### src/rtl/cam_pixel_packer.sv
// cam_pixel_packer
//   Converts an 8-bit DVP-style camera stream (pclk/href/vsync/data, all
//   treated as data and sampled on clk) into 16-bit pixel words tagged with
//   their x/y position. It also reports frame/line strobes, a sticky
//   line-geometry error and a free-running frame counter.
//
//   Optional feature macro: CAM_SYNC_EN
//     defined   : 2-flop input synchronizer, edges acted on 3 clk after input change
//     undefined : 1 register stage, edges acted on 2 clk after input change
//
// Parameters
//   H_WORDS     words per line (2 bytes each)
//   V_LINES     lines per frame
// Ports
//   clk         system clock (only clock)
//   rst         synchronous active-high reset
//   cam_pclk    camera pixel clock, at most clk/4, sampled as data
//   cam_href    line valid
//   cam_vsync   frame sync, high = vertical blank
//   cam_d       camera data byte
//   word_out    packed word, first byte of the pair in [15:8]
//   word_valid  one-clk strobe for word_out
//   pix_x       word index of word_out within the line
//   pix_y       line index within the frame
//   frame_start one-clk strobe at frame start
//   line_done   one-clk strobe at end of an in-range line
//   err_line    sticky line length / line count error, cleared at frame start
//   frame_count frames started, wraps at 8 bits
module cam_pixel_packer #(
  parameter int H_WORDS = 320,
  parameter int V_LINES = 240
) (
  input  logic        clk,
  input  logic        rst,
  input  logic        cam_pclk,
  input  logic        cam_href,
  input  logic        cam_vsync,
  input  logic [7:0]  cam_d,
  output logic [15:0] word_out,
  output logic        word_valid,
  output logic [9:0]  pix_x,
  output logic [8:0]  pix_y,
  output logic        frame_start,
  output logic        line_done,
  output logic        err_line,
  output logic [7:0]  frame_count
);

  localparam int IW = 11;
  localparam logic [9:0]  H_LIM = 10'(H_WORDS);
  localparam logic [9:0]  V_LIM = 10'(V_LINES);
  localparam logic [11:0] B_LIM = 12'(2 * H_WORDS);

  typedef enum logic [1:0] {IDLE, VBLANK, FRAME, LINE} state_t;

  // ---------------------------------------------------------------------
  // Input stage: all camera signals travel together so data stays aligned
  // with the pclk edge that qualifies it.
  // ---------------------------------------------------------------------
  logic [IW-1:0] in_raw, in_s;
  assign in_raw = {cam_pclk, cam_href, cam_vsync, cam_d};

`ifdef CAM_SYNC_EN
  logic [IW-1:0] in_meta;
  always_ff @(posedge clk) begin
    if (rst) begin
      in_meta <= '0;
      in_s    <= '0;
    end else begin
      in_meta <= in_raw;
      in_s    <= in_meta;
    end
  end
`else
  always_ff @(posedge clk) begin
    if (rst) in_s <= '0;
    else     in_s <= in_raw;
  end
`endif

  logic       pclk_s, href_s, vsync_s;
  logic [7:0] d_s;
  assign {pclk_s, href_s, vsync_s, d_s} = in_s;

  logic pclk_q, href_q, vsync_q;
  always_ff @(posedge clk) begin
    if (rst) begin
      pclk_q  <= 1'b0;
      href_q  <= 1'b0;
      vsync_q <= 1'b0;
    end else begin
      pclk_q  <= pclk_s;
      href_q  <= href_s;
      vsync_q <= vsync_s;
    end
  end

  logic pclk_rise, href_rise, href_fall, vsync_rise, vsync_fall;
  assign pclk_rise  =  pclk_s  & ~pclk_q;
  assign href_rise  =  href_s  & ~href_q;
  assign href_fall  = ~href_s  &  href_q;
  assign vsync_rise =  vsync_s & ~vsync_q;
  assign vsync_fall = ~vsync_s &  vsync_q;

  // ---------------------------------------------------------------------
  // Packer FSM
  // ---------------------------------------------------------------------
  state_t      state, state_n;
  logic        phase, phase_n;      // 0: next byte is the high byte
  logic [7:0]  hi_byte, hi_byte_n;
  logic [11:0] bcnt, bcnt_n;        // bytes seen this line, saturating
  logic        line_ok, line_ok_n;  // line index within V_LINES

  logic [15:0] word_out_n;
  logic        word_valid_n, frame_start_n, line_done_n, err_line_n;
  logic [9:0]  pix_x_n;
  logic [8:0]  pix_y_n;
  logic [7:0]  frame_count_n;

  // pix_y advances the cycle after line_done; a line starting right then
  // must see the advanced index.
  logic [9:0] y_cur;
  assign y_cur = {1'b0, pix_y} + {9'd0, line_done};

  always_comb begin
    state_n       = state;
    phase_n       = phase;
    hi_byte_n     = hi_byte;
    bcnt_n        = bcnt;
    line_ok_n     = line_ok;
    word_out_n    = word_out;
    word_valid_n  = 1'b0;
    frame_start_n = 1'b0;
    line_done_n   = 1'b0;
    err_line_n    = err_line;
    frame_count_n = frame_count;
    // Position counters step one cycle after the strobe they describe.
    pix_x_n       = word_valid ? pix_x + 10'd1 : pix_x;
    pix_y_n       = line_done  ? pix_y + 9'd1  : pix_y;

    case (state)
      IDLE: begin
        if (vsync_s) state_n = VBLANK;
      end
      VBLANK: begin
        if (vsync_fall) begin
          state_n       = FRAME;
          frame_start_n = 1'b1;
          pix_y_n       = '0;
          err_line_n    = 1'b0;
          frame_count_n = frame_count + 8'd1;
        end
      end
      FRAME: begin
        if (vsync_rise) begin
          state_n = VBLANK;
        end else if (href_rise) begin
          state_n   = LINE;
          pix_x_n   = '0;
          phase_n   = 1'b0;
          bcnt_n    = '0;
          line_ok_n = (y_cur < V_LIM);
          if (y_cur >= V_LIM) err_line_n = 1'b1;
        end
      end
      LINE: begin
        if (vsync_rise) begin
          state_n = VBLANK;
          phase_n = 1'b0;
        end else if (href_fall) begin
          state_n = FRAME;
          phase_n = 1'b0;
          if (line_ok) line_done_n = 1'b1;
          // odd byte count is covered by the length mismatch too
          if (phase || bcnt != B_LIM) err_line_n = 1'b1;
        end else if (pclk_rise) begin
          if (bcnt != 12'hfff) bcnt_n = bcnt + 12'd1;
          if (!phase) begin
            hi_byte_n = d_s;
            phase_n   = 1'b1;
          end else begin
            phase_n      = 1'b0;
            word_out_n   = {hi_byte, d_s};
            word_valid_n = line_ok && (pix_x < H_LIM);
          end
        end
      end
      default: state_n = IDLE;
    endcase
  end

  always_ff @(posedge clk) begin
    if (rst) begin
      state       <= IDLE;
      phase       <= 1'b0;
      hi_byte     <= '0;
      bcnt        <= '0;
      line_ok     <= 1'b0;
      word_out    <= '0;
      word_valid  <= 1'b0;
      pix_x       <= '0;
      pix_y       <= '0;
      frame_start <= 1'b0;
      line_done   <= 1'b0;
      err_line    <= 1'b0;
      frame_count <= '0;
    end else begin
      state       <= state_n;
      phase       <= phase_n;
      hi_byte     <= hi_byte_n;
      bcnt        <= bcnt_n;
      line_ok     <= line_ok_n;
      word_out    <= word_out_n;
      word_valid  <= word_valid_n;
      pix_x       <= pix_x_n;
      pix_y       <= pix_y_n;
      frame_start <= frame_start_n;
      line_done   <= line_done_n;
      err_line    <= err_line_n;
      frame_count <= frame_count_n;
    end
  end

endmodule
### config.mk
export PLATFORM = sky130hd
export DESIGN_NAME = cam_pixel_packer
export DESIGN_NICKNAME = d
export VERILOG_FILES = /design/src/rtl/cam_pixel_packer.sv
export SDC_FILE = /design/constraint.sdc
export NUM_CORES = 1
export LEC_CHECK = 0
export BUFFER_PORTS_ARGS = -buffer_cell sky130_fd_sc_hd__buf_4
export CAP_MARGIN = 20
export CORE_MARGIN = 3
export CORE_UTILIZATION = 45
export CTS_BUF_LIST = sky130_fd_sc_hd__clkbuf_8
export DETAILED_ROUTE_END_ITERATION = 7
export MAX_ROUTING_LAYER = met4
export PLACE_DENSITY = 0.66
export SETUP_SLACK_MARGIN = 0.3
export SKIP_LAST_GASP = 1
export SLEW_MARGIN = 0
export SYNTH_ARGS = -nofsm -noshare
export SYNTH_HDL_FRONTEND = slang
export SYNTH_SLANG_ARGS = --single-unit
### constraint.sdc
create_clock -name clk -period 4.8 [get_ports clk]
set_input_delay 0.96 -clock clk [delete_from_list [all_inputs] [get_ports clk]]
set_output_delay 0.96 -clock clk [all_outputs]
set_load 0.01 [all_outputs]
==> impl_metrics.ini, run 1 <==
[floorplanning]
dieArea_sq_mm = 0.009482
chipHeight_um = 97.38
initial_core_util_pct = 47.40
die_width_um = 97.38
core-area_sq_mm = 0.007928
row_count = 32
design.portCount = 60

[logic_synthesis]
synth.net_count = 432
postSynthRegisterBits = 85
avgSynthCellArea_sq_um = 9.209
mappedNetlistArea_sq_mm = 0.003757
postSynthCellCount = 408
synth_area_leaders = sky130_fd_sc_hd__dfxtp_1, sky130_fd_sc_hd__mux2i_1, sky130_fd_sc_hd__nor2_1
number_of_flops_mapped_to_enable_cells_by_yosys = 0
synth-warning-count = 0
yosys.cell_count.top_type = sky130_fd_sc_hd__dfxtp_1
synth_top_flop_cell = sky130_fd_sc_hd__dfxtp_1
synth_top_area_share_pct = 45.29
synth-async-reset-ratio_pct = 0
synth-seq-area-share_pct = 45.29
synth_commonest_cells = sky130_fd_sc_hd__dfxtp_1, sky130_fd_sc_hd__nor2_1, sky130_fd_sc_hd__mux2i_1, sky130_fd_sc_hd__nand2_1, sky130_fd_sc_hd__nand3_1
netlist-cell-type-count = 54
yosys.area.top_type = sky130_fd_sc_hd__dfxtp_1

[setup_path]
setup.worst_path.start_class = register
cp.required_ns = 5.01
kind_of_critical_path = register to register
critical_path.reg2reg.endpoint = word_out[15]
critPathArrivalTime_ns = 3.01
rr_startpoint = state[1]
worst_r2r_path_depth = 6
crit_path_end_kind = register
timing.reg2reg.setup_slack_ns = 2.01
cp_max_fo = 17

[clock_network]
post_cts.repair.setup_buffers = 0
clockBufferDepth = 2
ctsHoldBuffers = 0
postCtsResizedCells = 0
cts.root.buffer_cell = sky130_fd_sc_hd__clkbuf_8
cts_tree = done
clkTransAtPathRegs_ns = 0.08
clock_tree.htree_level_count = 3
cts_made_buffers = 9
clock-sinks = 85
worstSkewPairLatency_ns = 0.35

[min_path]
worstHoldPathCells = 1
holdCritPathClass = register to register
hold_end = pclk_q
hold_path.startpoint = in_s[10]

[timing]
clock_skew_ns = 0.007238
hold-worst-slack_ns = 0.4813
slew_headroom_pct = 29.40
final.min_clock_period_ns = 2.795
worst-slew-pin-transition_ns = 1.056
unrepaired_setup_endpoints_after_global_routing = false
timing.final.hold_violations = 0
setup-violations-final = 0
final-max-slew-violation-count = 0
post-route-period-util_pct = 58.22
fmax_mhz = 357.8
tns_ns = 0

[finish]
layout.cell_area.non_filler_sq_mm = 0.004502
area_growth_from_synthesis_to_layout_pct = 19.81
diodes = 0
nets = 487
drive_above_1_share_pct = 18.38

[routing]
drtAntennaViolNets = 0
via_per_inst = 5.242
wl_per_cell_um = 13.05
num_vias = 2988
number_of_drc_violations_after_detailed_routing_iteration_0 = 154
postRouteWirelength_mm = 7.441
detail_route.first_pass.iterations = 4
drcViolationCount = 0

[global_route]
grt_pass1_vias = 2749
gr-usage-all-layers_pct = 16.59
antenna_violations_before_repair = 0
maximum_number_of_pins_on_one_net_before_global_route_repair = 63
gr-total-overflow = 0
grt_first_pass_wirelength_mm = 12.95

[power]
vdd_drop_max_v = 0.0002294
power_density_mw_per_mm2 = 335.3
p_leak_nw = 1.964

[flow_run]
drv.max_cap_violation_count = 0

[place]
numPortBuffers = 59
post-dp-hpwl_mm = 5.232
placement.cell_area_sq_mm = 0.004257
placer_s_final_routability_congestion_estimate = 0.8661

[status]
run_status = complete, no violations
worst max-delay path: stages (launching register included):
cell,delay (ns)
sky130_fd_sc_hd__dfxtp_1,0.42
sky130_fd_sc_hd__ha_1,0.46
sky130_fd_sc_hd__inv_1,0.20
sky130_fd_sc_hd__nor3_1,0.31
sky130_fd_sc_hd__nand3_1,0.80
sky130_fd_sc_hd__mux2i_1,0.39
sky130_fd_sc_hd__nor2_1,0.07
layer usage:
| layer | vias up | track usage, % | part of all wire [%] |
|---|---|---|---|
| met3 | 10 | 3.877 | 5.1 |
| met2 | 62 | 24.78 | 44 |
| met1 | 1378 | 21.89 | 49 |
| met5 | - | - | 0 |
| met4 | 0 | 6.283 | 1.5 |
| li1 | 1538 | - | - |
area by class of cell:
type / instances / area (sq um)
Inverter: 13 / 48.80
Multi-Input combinational cell: 295 / 1936
Timing Repair Buffer: 59 / 442.9
Fill cell: 751 / 3426
Clock inverter: 7 / 121.4
Clock buffer: 9 / 123.9
Sequential cell: 85 / 1702
Tap cell: 102 / 127.6
cell families (layout without fill, tap and decap cells):
kind of cell | after synthesis | in the layout | share of synthesized area (%)
AND/OR/NAND/NOR | 183 | 183 | 25.74
XOR/XNOR | 22 | 22 | 5.128
buffers and inverters | 28 | 88 | 3.197
flip-flops | 85 | 85 | 45.29
multiplexers | 28 | 28 | 7.493
AO/OA/AOI/OAI | 51 | 51 | 9.491
adder cells (fa/ha/maj) | 11 | 11 | 3.663
power by group:
group	internal, mW	leakage (nW)	total, mW	switching [mW]
registers	0.720	0.688	0.737	0.0171
logic	0.0675	1.15	0.163	0.0957
clock network	0.348	0.124	0.609	0.260
cell usage in the layout (no fill, tap or decap), drive strengths merged, types with 2 or more instances in the layout:
cell,synthesis,routed
a21oi,15,15
a31oi,5,5
and2,4,4
and2b,2,2
and3,10,10
and4,3,3
buf,6,59
bufinv,0,3
clkbuf,9,9
clkinv,0,3
dfxtp,85,85
ha,11,11
inv,13,14
mux2i,27,27
nand2,23,23
nand2b,5,5
nand3,20,20
nand4,16,16
nor2,62,62
nor2b,18,18
nor3,4,4
o21ai,9,9
o22ai,2,2
o31ai,6,6
o32ai,3,3
or2b,2,2
or3,5,5
or4,5,5
xnor2,4,4
xor2,18,18
metrics by stage:
step / instances / power [mW] / utilization (%) / setup slack [ns]
final: 570 / 1.509 / 56.79 / 2.005
after global placement: 554 / 0.9148 / 53.69 / 2.141
after floorplan: 408 / 0.8782 / - / 2.855
after detailed placement: 554 / 0.9167 / 53.69 / 2.004
after global routing: 570 / 1.581 / 56.79 / 1.727
after CTS: 570 / 1.523 / 56.79 / 1.998
state kept, by name, indices dropped and copies added, names as in the netlist, 2 cells and up:
register and cells:
bcnt 12, pix_y 9, hi_byte 8, pix_x 10, in_s 11, state 2
word_out 16, frame_count 8
how the worst max path moves through the flow:
stage	cells past startpoint	to	start	slack, ns
floorplan	8	bcnt[9]	state[0]	2.85
CTS	6	word_out[15]	state[1]	2.00
detailed placement	6	word_out[1]	state[1]	2.00
global route	6	word_out[3]	state[1]	1.73
finish	6	word_out[15]	state[1]	2.01
global placement	6	word_out[2]	state[1]	2.14
No activity file was read; power rests on OpenSTA's default activity.
==> run 2, diff against run 1 <==
Clock period 4.8 ns to 2.93 ns, I/O delays scaled along.
==> run 2 against run 1 <==
Via count is 0.90% higher. Sequential share of layout area is 0.37 points higher. Worst hold slack worse by 0.045 ns. Total power is 51% higher. Critical path type unchanged. Highest routed layer unchanged.
==> impl_metrics.ini, run 2 (synthesis results as in run 1) <==
[timing]
setup-violations-final = 0
timing.final.hold_violations = 0
final.min_clock_period_ns = 2.345
final-max-slew-violation-count = 0
post-route-period-util_pct = 80.04
tns_ns = 0
unrepaired_setup_endpoints_after_global_routing = false
hold-worst-slack_ns = 0.4363
setup_ws_ns = 0.5847
clock_skew_ns = 0.007005
slew_headroom_pct = 55.01
worst-slew-pin-transition_ns = 0.6728
fmax_mhz = 426.4

[routing]
detail_route.first_pass.iterations = 4
number_of_drc_violations_after_detailed_routing_iteration_0 = 199
drcViolationCount = 0
wl_per_cell_um = 13.07
drtAntennaViolNets = 0
num_vias = 3015
postRouteWirelength_mm = 7.465
via_per_inst = 5.280

[power]
share_seq_of_total_power_pct = 53.0
p_leak_nw = 1.935
power_density_mw_per_mm2 = 510.5
vdd_drop_max_v = 0.0002867
power_frac_comb_pct = 11.9
power_switching_uw = 622.3
pwr-share-clk_pct = 35.0
power_report.internal_total_mw = 1.654
fin_total_pwr_mw = 2.276
power.switching_fraction_pct = 27.34

[global_route]
grt_pass1_vias = 2819
gr-usage-met3_pct = 4.379
maximum_number_of_pins_on_one_net_before_global_route_repair = 63
global_route.peak_usage_layer = met2
antenna_violations_before_repair = 0
grt_first_pass_wirelength_mm = 13.17
gr-usage-all-layers_pct = 16.84
grt_util_met1_pct = 21.67
gr-usage-met2_pct = 25.25
gr-total-overflow = 0

[floorplanning]
core-area_sq_mm = 0.007928
dieArea_sq_mm = 0.009482
chipHeight_um = 97.38
design.portCount = 60
initial_core_util_pct = 47.40
row_count = 32
die_width_um = 97.38

[setup_path]
worst_setup_path_startpoint = state[1]
critPathArrivalTime_ns = 2.63
critPathMaxStageDelay_ns = 0.47
setup.worst_path.start_class = register
cp.required_ns = 3.21
cp_cell_sequence = ha_1 -> nor2b_1 -> a31oi_2 -> a221oi_4 -> or4b_1 -> a21oi_1
kind_of_critical_path = register to register
crit_family = simple AND/OR/NAND/NOR gates
cp_max_fo = 13
cp.depth = 6
critPathSlowestCell = sky130_fd_sc_hd__or4b_1
critical_path.n_buffers_inverters = 0
crit_path_end_kind = register
rr_startpoint = state[1]
worst_r2r_path_depth = 6

[finish]
drive_above_1_share_pct = 18.55
nets = 488
layout.core_utilization_pct = 56.23
max_flop_register = word_out
diodes = 0
layout.cell_area.non_filler_sq_mm = 0.004458
biggestRegsByFlops = word_out (16), bcnt (12), in_s (11)
final_cell_count_no_fill = 571
area_growth_from_synthesis_to_layout_pct = 18.65
largest_reg_flops = 16
layout.filler_cells = 766
layout.cells.most_common_list = sky130_fd_sc_hd__dfxtp_1, sky130_fd_sc_hd__nor2_1, sky130_fd_sc_hd__buf_4
layout.cells.most_common = sky130_fd_sc_hd__dfxtp_1

[status]
run_status = complete, no violations

[min_path]
worstHoldPathCells = 2
hold_path.startpoint = cam_d[1]
holdCritPathClass = primary input to register

[place]
placement.cell_area_sq_mm = 0.004264
placer_s_final_routability_congestion_estimate = 0.8420
dp_slack_ns = 0.6244
numPortBuffers = 59
post-dp-hpwl_mm = 5.201
place_inst = 555

[clock_network]
ctsHoldBuffers = 0
cts_tree = done
postCtsResizedCells = 0
cts.root.buffer_cell = sky130_fd_sc_hd__clkbuf_8
clockBufferDepth = 2
clkTransAtPathRegs_ns = 0.09
clock-sinks = 85
post_cts.repair.setup_buffers = 0
worstSkewPairLatency_ns = 0.35
cts_made_buffers = 9
clock_tree.htree_level_count = 3

[flow_run]
drv.max_cap_violation_count = 0
## run 2: final timing paths
path               end  slack (ns)
min            in_s[1]        0.44
max reg2reg    bcnt[9]        0.58
min reg2reg  line_done        0.48
max            bcnt[9]        0.58
## run 2: worst register-to-register path, cell delays in order, from the launching register on
cell and delay, ns:
sky130_fd_sc_hd__dfxtp_1 0.42, sky130_fd_sc_hd__ha_1 0.46, sky130_fd_sc_hd__nor2b_1 0.26, sky130_fd_sc_hd__a31oi_2 0.16, sky130_fd_sc_hd__a221oi_4 0.36, sky130_fd_sc_hd__or4b_1 0.47
sky130_fd_sc_hd__a21oi_1 0.15
## run 2: per-layer routing
| layer | routed length, um | vias to the layer above |
|---|---|---|
| li1 | - | 1539 |
| met1 | 3634 | 1396 |
| met2 | 3299 | 68 |
| met3 | 407 | 12 |
| met4 | 123 | 0 |
| met5 | 0 | - |
## run 2: layout make-up
type                       instances  area [sq um]  share of cell area [%]
sequential                        85          1702                   38.17
clock inverter                     5         42.54                  0.9543
inverter                          13         48.80                   1.095
clock buffer                      11         151.4                   3.396
tap                              102         127.6                   2.863
multi-input combinational        295          1936                   43.42
timing repair buffer              60         450.4                   10.10
## run 2: power groups by stage
stage | logic [mW] | registers, mW | clock network [mW]
global placement | 0.264 | 1.23 | 0
detailed placement | 0.269 | 1.23 | 0
finish | 0.272 | 1.21 | 0.797
CTS | 0.270 | 1.21 | 0.827
global route | 0.316 | 1.21 | 0.881
floorplan | 0.211 | 1.23 | 0
